===== config.mk =====
export PLATFORM = sky130hd
export DESIGN_NAME = regfile_arb
export DESIGN_NICKNAME = d
export VERILOG_FILES = /design/src/rtl/regfile_arb_pkg.sv /design/src/rtl/regfile_arb_rr_arb2.sv /design/src/rtl/regfile_arb.sv
export SDC_FILE = /design/constraint.sdc
export NUM_CORES = 1
export LEC_CHECK = 0
export BUFFER_PORTS_ARGS = -buffer_cell sky130_fd_sc_hd__buf_2
export CORE_MARGIN = 2
export CORE_UTILIZATION = 47
export DETAILED_ROUTE_END_ITERATION = 8
export GPL_TIMING_DRIVEN = 0
export PLACE_DENSITY = 0.8
export SLEW_MARGIN = 15
export SYNTH_ARGS = -nofsm -noshare
export SYNTH_HDL_FRONTEND = slang
export SYNTH_SLANG_ARGS = --single-unit

===== constraint.sdc =====
create_clock -name clk -period 2.1 [get_ports clk]
set_input_delay 0.42 -clock clk [delete_from_list [all_inputs] [get_ports clk]]
set_output_delay 0.42 -clock clk [all_outputs]
set_load 0.02 [all_outputs]

===== src/rtl/regfile_arb_pkg.sv =====
// rtl/regfile_arb_pkg.sv - shared encodings and default widths for regfile_arb
package regfile_arb_pkg;
  localparam int ADDR_W_DEF  = 5;
  localparam int DATA_W_DEF  = 32;
  localparam int TIMEOUT_DEF = 15;

  localparam logic ENABLE_  = 1'b0;
  localparam logic DISABLE_ = 1'b1;

  localparam logic M0 = 1'b0;
  localparam logic M1 = 1'b1;

  localparam logic [1:0] ST_IDLE    = 2'd0;
  localparam logic [1:0] ST_ACCESS  = 2'd1;
  localparam logic [1:0] ST_RELEASE = 2'd2;
endpackage


===== src/rtl/regfile_arb_rr_arb2.sv =====
// rtl/regfile_arb_rr_arb2.sv - two-way round-robin grant with last-served pointer
module rr_arb2
  import regfile_arb_pkg::*;
(
  input  logic clk,
  input  logic reset_,
  input  logic req0,
  input  logic req1,
  input  logic update,
  input  logic served,
  output logic grant,
  output logic valid
);
  logic last;

  // Pointer resets to m1 so that m0 takes the first tie.
  always_ff @(posedge clk or negedge reset_) begin
    if (!reset_)     last <= M1;
    else if (update) last <= served;
  end

  always_comb begin
    valid = req0 | req1;
    if (req0 && req1) grant = (last == M1) ? M0 : M1;
    else              grant = req1 ? M1 : M0;
  end
endmodule


===== src/rtl/regfile_arb.sv =====
// rtl/regfile_arb.sv - two-master arbiter in front of a handshaked register file
module regfile_arb
  import regfile_arb_pkg::*;
#(
  parameter int ADDR_W  = ADDR_W_DEF,
  parameter int DATA_W  = DATA_W_DEF,
  parameter int TIMEOUT = TIMEOUT_DEF
) (
  input  logic              clk,
  input  logic              reset_,
  input  logic              m0_req_,
  input  logic              m0_we_,
  input  logic [ADDR_W-1:0] m0_addr,
  input  logic [DATA_W-1:0] m0_wdata,
  output logic              m0_ack_,
  output logic              m0_err_,
  output logic [DATA_W-1:0] m0_rdata,
  input  logic              m1_req_,
  input  logic              m1_we_,
  input  logic [ADDR_W-1:0] m1_addr,
  input  logic [DATA_W-1:0] m1_wdata,
  output logic              m1_ack_,
  output logic              m1_err_,
  output logic [DATA_W-1:0] m1_rdata,
  output logic [ADDR_W-1:0] rf_addr,
  output logic [DATA_W-1:0] rf_d_in,
  output logic              rf_we_,
  output logic              rf_as_,
  output logic              rf_cs_,
  input  logic [DATA_W-1:0] rf_rdata,
  input  logic              rf_rdy_
);
  localparam logic [3:0] TIMEOUT_CNT = 4'(TIMEOUT);

  logic [1:0] state;
  logic       owner;
  logic [3:0] cnt;
  logic       grant, grant_valid;
  logic       rdy_hit, to_hit, done;

  // Ready wins over timeout when both land in the same cycle.
  assign rdy_hit = (state == ST_ACCESS) && (rf_rdy_ == ENABLE_);
  assign to_hit  = (state == ST_ACCESS) && !rdy_hit && (cnt == TIMEOUT_CNT);
  assign done    = rdy_hit | to_hit;

  rr_arb2 u_rr_arb2 (
    .clk    (clk),
    .reset_ (reset_),
    .req0   (m0_req_ == ENABLE_),
    .req1   (m1_req_ == ENABLE_),
    .update (done),
    .served (owner),
    .grant  (grant),
    .valid  (grant_valid)
  );

  always_ff @(posedge clk or negedge reset_) begin
    if (!reset_) begin
      state    <= ST_IDLE;
      owner    <= M0;
      cnt      <= '0;
      m0_ack_  <= DISABLE_;
      m1_ack_  <= DISABLE_;
      m0_err_  <= DISABLE_;
      m1_err_  <= DISABLE_;
      m0_rdata <= '0;
      m1_rdata <= '0;
      rf_addr  <= '0;
      rf_d_in  <= '0;
      rf_we_   <= DISABLE_;
      rf_as_   <= DISABLE_;
      rf_cs_   <= DISABLE_;
    end else begin
      m0_ack_ <= DISABLE_;
      m1_ack_ <= DISABLE_;
      m0_err_ <= DISABLE_;
      m1_err_ <= DISABLE_;
      case (state)
        ST_IDLE: begin
          if (grant_valid) begin
            owner   <= grant;
            rf_addr <= (grant == M1) ? m1_addr  : m0_addr;
            rf_d_in <= (grant == M1) ? m1_wdata : m0_wdata;
            rf_we_  <= (grant == M1) ? m1_we_   : m0_we_;
            rf_as_  <= ENABLE_;
            rf_cs_  <= ENABLE_;
            cnt     <= '0;
            state   <= ST_ACCESS;
          end
        end
        ST_ACCESS: begin
          if (done) begin
            if (owner == M1) begin
              m1_ack_ <= ENABLE_;
              m1_err_ <= to_hit ? ENABLE_ : DISABLE_;
              if (rdy_hit && rf_we_ == DISABLE_) m1_rdata <= rf_rdata;
            end else begin
              m0_ack_ <= ENABLE_;
              m0_err_ <= to_hit ? ENABLE_ : DISABLE_;
              if (rdy_hit && rf_we_ == DISABLE_) m0_rdata <= rf_rdata;
            end
            rf_we_ <= DISABLE_;
            rf_as_ <= DISABLE_;
            rf_cs_ <= DISABLE_;
            state  <= ST_RELEASE;
          end else begin
            cnt <= cnt + 4'd1;
          end
        end
        ST_RELEASE: state <= ST_IDLE;
        default:    state <= ST_IDLE;
      endcase
    end
  end
endmodule


==> impl_metrics.tcl, run 1 <==
set metrics [dict create \
    synth_area_mm2 0.00482 \
    synth-simple-area-share_pct 5.97 \
    drive_gt1_share_pct 50.5 \
    slew_viol_final 0 \
    clock_path_buffers 2 \
    p_int_mw 7.22 \
    yosysSeqAreaShare_pct 59.9 \
    gp_congestion 0.853 \
    synth_edf_count 0 \
    place_inst 756 \
    synth_compound_area_share_pct 14.5 \
    grt_pass1_vias 4334 \
    dr.pass1.iters 4 \
    startpoint_type "register" \
    synth_seq_cells 115 \
    die-height_um 105 \
    synth_top_family_by_area "multiplexers" \
    yosysMostFrequentCell "dfrtp_1" \
    port_buffers 219 \
    r2r-start "state[1]$_DFFE_PN0P_" \
    ant_nets 0 \
    worstHoldStart "rf_rdata[11]" \
    htree_levels 4 \
    postCtsSetupBuffers 0 \
    final_cells 789 \
    grt.overflow.total 0 \
    vias 4257 \
    synth_area_leaders "dfrtp_1 56%, mux2_2 13%, a31oi_1 4.9%" \
    cts_resized 0 \
    max_stage_delay_ns 0.49 \
    die_x_um 105 \
    ys.flop_type "dfrtp_1" \
    path_clk_slew_ns 0.06 \
    worstPathArrival_ns 2.26 \
    leakagePower_nw 3.21 \
    worst_pin_slew_ns 0.653 \
    grtUsageTotal_pct 25.2 \
    finalHoldViolCount 0 \
    muxShareOfSynthArea_pct 15.8 \
    tns_ns 0 \
    crit_path_end_kind "register" \
    crit_type "register to register" \
    critPathTopFamily "simple AND/OR/NAND/NOR gates" \
    cts_buffers 17 \
    setup_ws_ns 0.208 \
    clock-sinks 115 \
    routed_wl_um 13800 \
    post-route-min-period_ns 1.89 \
    initial_utilization_pct 48.9 \
    pwr-share-seq_pct 33.4 \
    yosys.area.top_type "dfrtp_1" \
    synth_fa_ha_area_share_pct 0.260 \
    diodes 0 \
    fmax_ghz 0.528 \
    max_cap_viol_count 0 \
    clkLatencyLatePin_ns 0.50 \
    viasPerCell 5.40 \
    nNetsFinal 757 \
    first_iter_violations 219 \
    syn_to_final_growth_pct 40.2 \
    fin_hold_ws_ns 0.163 \
    setup_viol 0 \
    grt_max_degree 73 \
    yosysTopAreaCellShare_pct 56.1 \
    skew_ns 0.00862 \
    antenna_found_initial 0 \
    required_ns 2.47 \
    die_area_mm2 0.0111 \
    hp-class "primary input to register" \
    syn_inst 403 \
    num_rows 36 \
    pin_count 221 \
    synthDistinctLibCells 37 \
    cp_cell_sequence "nand2b_2 -> nor4b_4 -> buf_6 -> mux2_1" \
    grt_pass1_wl_um 22000 \
    cts_hold_buf 1 \
    synth_area_per_cell_um2 12.0 \
    drc 0 \
    power_switching_mw 4.57 \
    combPwrFrac_pct 40.6 \
    timing.final.crit_share_pct 90.1 \
    synth_xor_area_share_pct 0 \
    crit_start "state[1]$_DFFE_PN0P_" \
    dp_slack_ns 0.198 \
    wl_per_cell_um 17.4 \
    synth_warnings 0 \
    syn_nets 517 \
    ys_top_cells_by_count "108 x dfrtp_1, 55 x mux2_2, 39 x o21ai_0" \
    switching_share_pct 38.8 \
    slew_headroom_pct 56.4 \
    cts_tree "built" \
    powerDensity_mw_per_mm2 1740 \
    coreArea_mm2 0.00986 \
    irDropWorstVdd_mv 0.825 \
    clkPwrFrac_pct 26.0 \
    status "finished clean" \
    critPathBufInv 1 \
    async_flop_share_pct 100 \
    crit_path_max_fanout 10 \
    rsz0062_at_grt "false" \
    slowest_stage "nor4b_4" \
    root_buffer "clkbuf_8" \
    dp_hpwl_um 10100 \
]
-- flip-flops by register name, indices dropped and copies added (netlist names) --
signal,cells
cnt,4
m0_ack_,1
m0_err_,1
m0_rdata,32
m1_ack_,1
m1_err_,1
m1_rdata,32
owner,1
rf_addr,5
rf_cs_,1
rf_d_in,32
rf_we_,1
state,2
u_rr_arb2.last,1
-- worst register-to-register path: cells and delay by family (launching register included) --
kind	cells	cell delay [ns]
simple gates	2	0.74
buf+inv	1	0.24
mux	1	0.36
flops	1	0.44
-- per-stage QoR --
step           util [%]  instance area, um2  power [mW]
6_report           68.5                6760        11.8
2_1_floorplan         -                4820        6.95
5_1_grt            68.5                6760        12.4
3_3_place_gp       61.7                6080        8.53
3_5_place_dp       62.0                6120        8.73
4_1_cts            68.5                6760        11.9
-- power groups by stage --
stage	clock network (mW)	logic, mW	registers (mW)
floorplan	0	1.80	5.14
global placement	0	4.66	3.87
detailed placement	0	4.79	3.94
CTS	3.11	4.82	3.94
global route	3.24	5.12	4.06
finish	3.07	4.78	3.94
-- logic make-up (layout without fill, tap and decap cells) --
kind of cell	after synthesis	in the layout
mux	68	68
fa+ha+maj	1	1
simple gates	59	59
flops	115	115
buf+inv	36	289
compound gates	124	124
-- placed cells by master (no fill, tap or decap), types with 2 or more instances in the layout --
cell	netlist	routed
a21oi_1	38	38
a31oi_1	38	38
buf_1	3	3
buf_2	11	229
buf_6	3	4
bufinv_16	0	5
clkbuf_1	15	16
clkbuf_16	0	16
clkinv_2	0	4
clkinv_4	0	3
clkinvlp_4	0	2
dfrtp_1	108	108
dfstp_2	7	7
inv_1	3	3
mux2_1	10	10
mux2_2	55	55
mux2i_1	3	3
nand2_1	4	4
nand2b_1	2	2
nand3_1	3	3
nor2_1	38	38
nor2b_1	2	2
o211ai_1	2	2
o21ai_0	39	39
or3_1	2	2
-- layout make-up --
cell class / count / area [um2]
Clock buffer: 18 / 418
Fill cell: 732 / 3110
Multi-Input combinational cell: 252 / 1760
Tap cell: 133 / 166
Inverter: 3 / 11.3
Timing Repair Buffer: 221 / 1140
Sequential cell: 115 / 2890
Buffer: 33 / 164
Clock inverter: 14 / 211
-- per-layer routing --
layer	up-vias	wire, um	GRT usage (%)	part of all wire (%)
met2	207	6860	42.2	50
met1	2086	5560	30.7	40
li1	1945	-	-	-
met4	0	213	8.19	1.5
met3	19	1120	8.23	8.2
met5	-	0	0	0
-- path summary, 6_finish.rpt --
path / end / cells after the start / slack (ns)
min reg2reg: m0_rdata[11]$_DFFE_PN0P_ / 1 / 0.48
min: m0_rdata[11]$_DFFE_PN0P_ / 2 / 0.16
max reg2reg: m0_rdata[31]$_DFFE_PN0P_ / 4 / 0.21
max in group asynchronous: u_rr_arb2.last$_DFFE_PN1P_ / 3 / 0.96
min in group asynchronous: m0_rdata[19]$_DFFE_PN0P_ / 2 / 0.41
max: m0_rdata[31]$_DFFE_PN0P_ / 4 / 0.21
No activity file was read; power rests on OpenSTA's default activity.
==> run 2, diff against run 1 <==
BUFFER_PORTS_ARGS = -buffer_cell sky130_fd_sc_hd__buf_4   (was -buffer_cell sky130_fd_sc_hd__buf_2)
==> run 2 against run 1 <==
Compared with the run above: routed wire length shrank 1.0%; register-to-register slack gained 0.02 ns; die area unchanged; critical path depth unchanged; sequential power about the same; critical path type unchanged; critical endpoint is now m0_rdata[3]$_DFFE_PN0P_.
==> impl_metrics.tcl, run 2 (same netlist as run 1, synthesis figures left out) <==
set metrics [dict create \
    die-height_um 105 \
    diodes 0 \
    startpoint_type "register" \
    skew_ns 0.0104 \
    slew_headroom_pct 33.5 \
    place_inst 755 \
    pin_count 221 \
    fmax_ghz 0.535 \
    postCtsSetupBuffers 0 \
    layout_commonest_cell "buf_4" \
    dr.pass1.iters 4 \
    fin_hold_ws_ns 0.0563 \
    max_cap_viol_count 0 \
    final_cells 787 \
    dp_slack_ns 0.204 \
    grtUsageTotal_pct 24.8 \
    top_layer "met4" \
    wl_met3_um 1320 \
    post-route-min-period_ns 1.87 \
    slowest_stage "nor4b_4" \
    worst_pin_slew_ns 0.997 \
    cts_hold_buf 0 \
    max_stage_delay_ns 0.50 \
    pwr-share-seq_pct 33.1 \
    layout_common_cells "219 x buf_4, 108 x dfrtp_1, 55 x mux2_2" \
    irDropWorstVdd_mv 0.774 \
    grt.overflow.total 0 \
    ant_nets 0 \
    timing.final.crit_share_pct 89.0 \
    clock_path_buffers 2 \
    dp_hpwl_um 10000 \
    dr_wl_met2_um 6510 \
    critPathTopFamily "simple AND/OR/NAND/NOR gates" \
    rsz0062_at_grt "false" \
    setup_ws_ns 0.230 \
    p_int_mw 7.44 \
    clock-sinks 115 \
    fin_util_pct 72.8 \
    drive_gt1_share_pct 50.2 \
    syn_to_final_growth_pct 49.0 \
    finalHoldViolCount 0 \
    powerDensity_mw_per_mm2 1670 \
    top_regs "m0_rdata: 32 flops, m1_rdata: 32 flops, rf_d_in: 32 flops" \
    crit_type "register to register" \
    cts_tree "built" \
    coreArea_mm2 0.00986 \
    clkLatencyLatePin_ns 0.51 \
    drc 0 \
    port_buffers 219 \
    critPathBufInv 1 \
    die_x_um 105 \
    status "finished clean" \
    grt_max_degree 116 \
    hp-class "primary input to asynchronous set/reset pin" \
    initial_utilization_pct 48.9 \
    path_clk_slew_ns 0.06 \
    crit_path_max_fanout 10 \
    path_depth 4 \
    nNetsFinal 755 \
    cts_buffers 17 \
    num_rows 36 \
    wl_per_cell_um 17.3 \
    required_ns 2.48 \
    wl_met1_um 5450 \
    tns_ns 0 \
    crit_path_end_kind "register" \
    worstPathArrival_ns 2.25 \
    cts_resized 0 \
    htree_levels 4 \
    leakagePower_nw 3.34 \
    viasPerCell 5.28 \
    cp_cell_sequence "nand2b_2 -> nor4b_4 -> buf_6 -> mux2_2" \
    slew_viol_final 0 \
    setup_viol 0 \
    die_area_mm2 0.0111 \
    antenna_found_initial 0 \
    vias 4153 \
    clkPwrFrac_pct 21.9 \
    reg2reg_depth 4 \
    first_iter_violations 163 \
    power_switching_mw 4.54 \
    gp_congestion 0.842 \
    grt_pass1_vias 4252 \
    grt_pass1_wl_um 21500 \
    routed_wl_um 13600 \
    switching_share_pct 37.9 \
    combPwrFrac_pct 45.0 \
    root_buffer "clkbuf_8" \
]
[run 2: per-stage QoR]
stage,total power [mW],area (um2)
after floorplan,6.95,4820
after global placement,9.22,6630
after detailed placement,9.39,6640
after CTS,12.1,7180
after global routing,12.6,7180
final,12.0,7180
[run 2: power groups by stage]
| stage | Clock [mW] | Combinational, mW | Sequential (mW) |
|---|---|---|---|
| 2_1_floorplan | 0 | 1.80 | 5.14 |
| 3_3_place_gp | 0 | 5.29 | 3.93 |
| 3_5_place_dp | 0 | 5.40 | 3.99 |
| 4_1_cts | 2.67 | 5.42 | 3.97 |
| 5_1_grt | 2.77 | 5.75 | 4.11 |
| 6_report | 2.63 | 5.39 | 3.97 |
[run 2: cell type report]
type,count,area [um2]
buffer,33,164
clock buffer,23,467
clock inverter,9,82.6
fill,682,2680
inverter,3,11.3
multi-input combinational,252,1760
sequential,115,2890
tap,133,166
timing repair buffer,219,1650
[run 2: path summary, 6_finish.rpt]
kind,startpoint,to,slack [ns]
max reg2reg,state[1]$_DFFE_PN0P_,m0_rdata[3]$_DFFE_PN0P_,0.23
min in group clk,rf_rdy_,m1_err_$_DFF_PN1_,0.14
max,state[1]$_DFFE_PN0P_,m0_rdata[3]$_DFFE_PN0P_,0.23
min reg2reg,m0_rdata[31]$_DFFE_PN0P_,m0_rdata[31]$_DFFE_PN0P_,0.50
max in group asynchronous,reset_,m1_rdata[9]$_DFFE_PN0P_,1.39
min,reset_,m0_rdata[21]$_DFFE_PN0P_,0.06
[run 2: layer usage]
metal	global-route usage, %	vias up
met5	0	-
met4	11.0	0
met3	8.47	26
met2	40.1	229
met1	29.9	1969
li1	-	1929
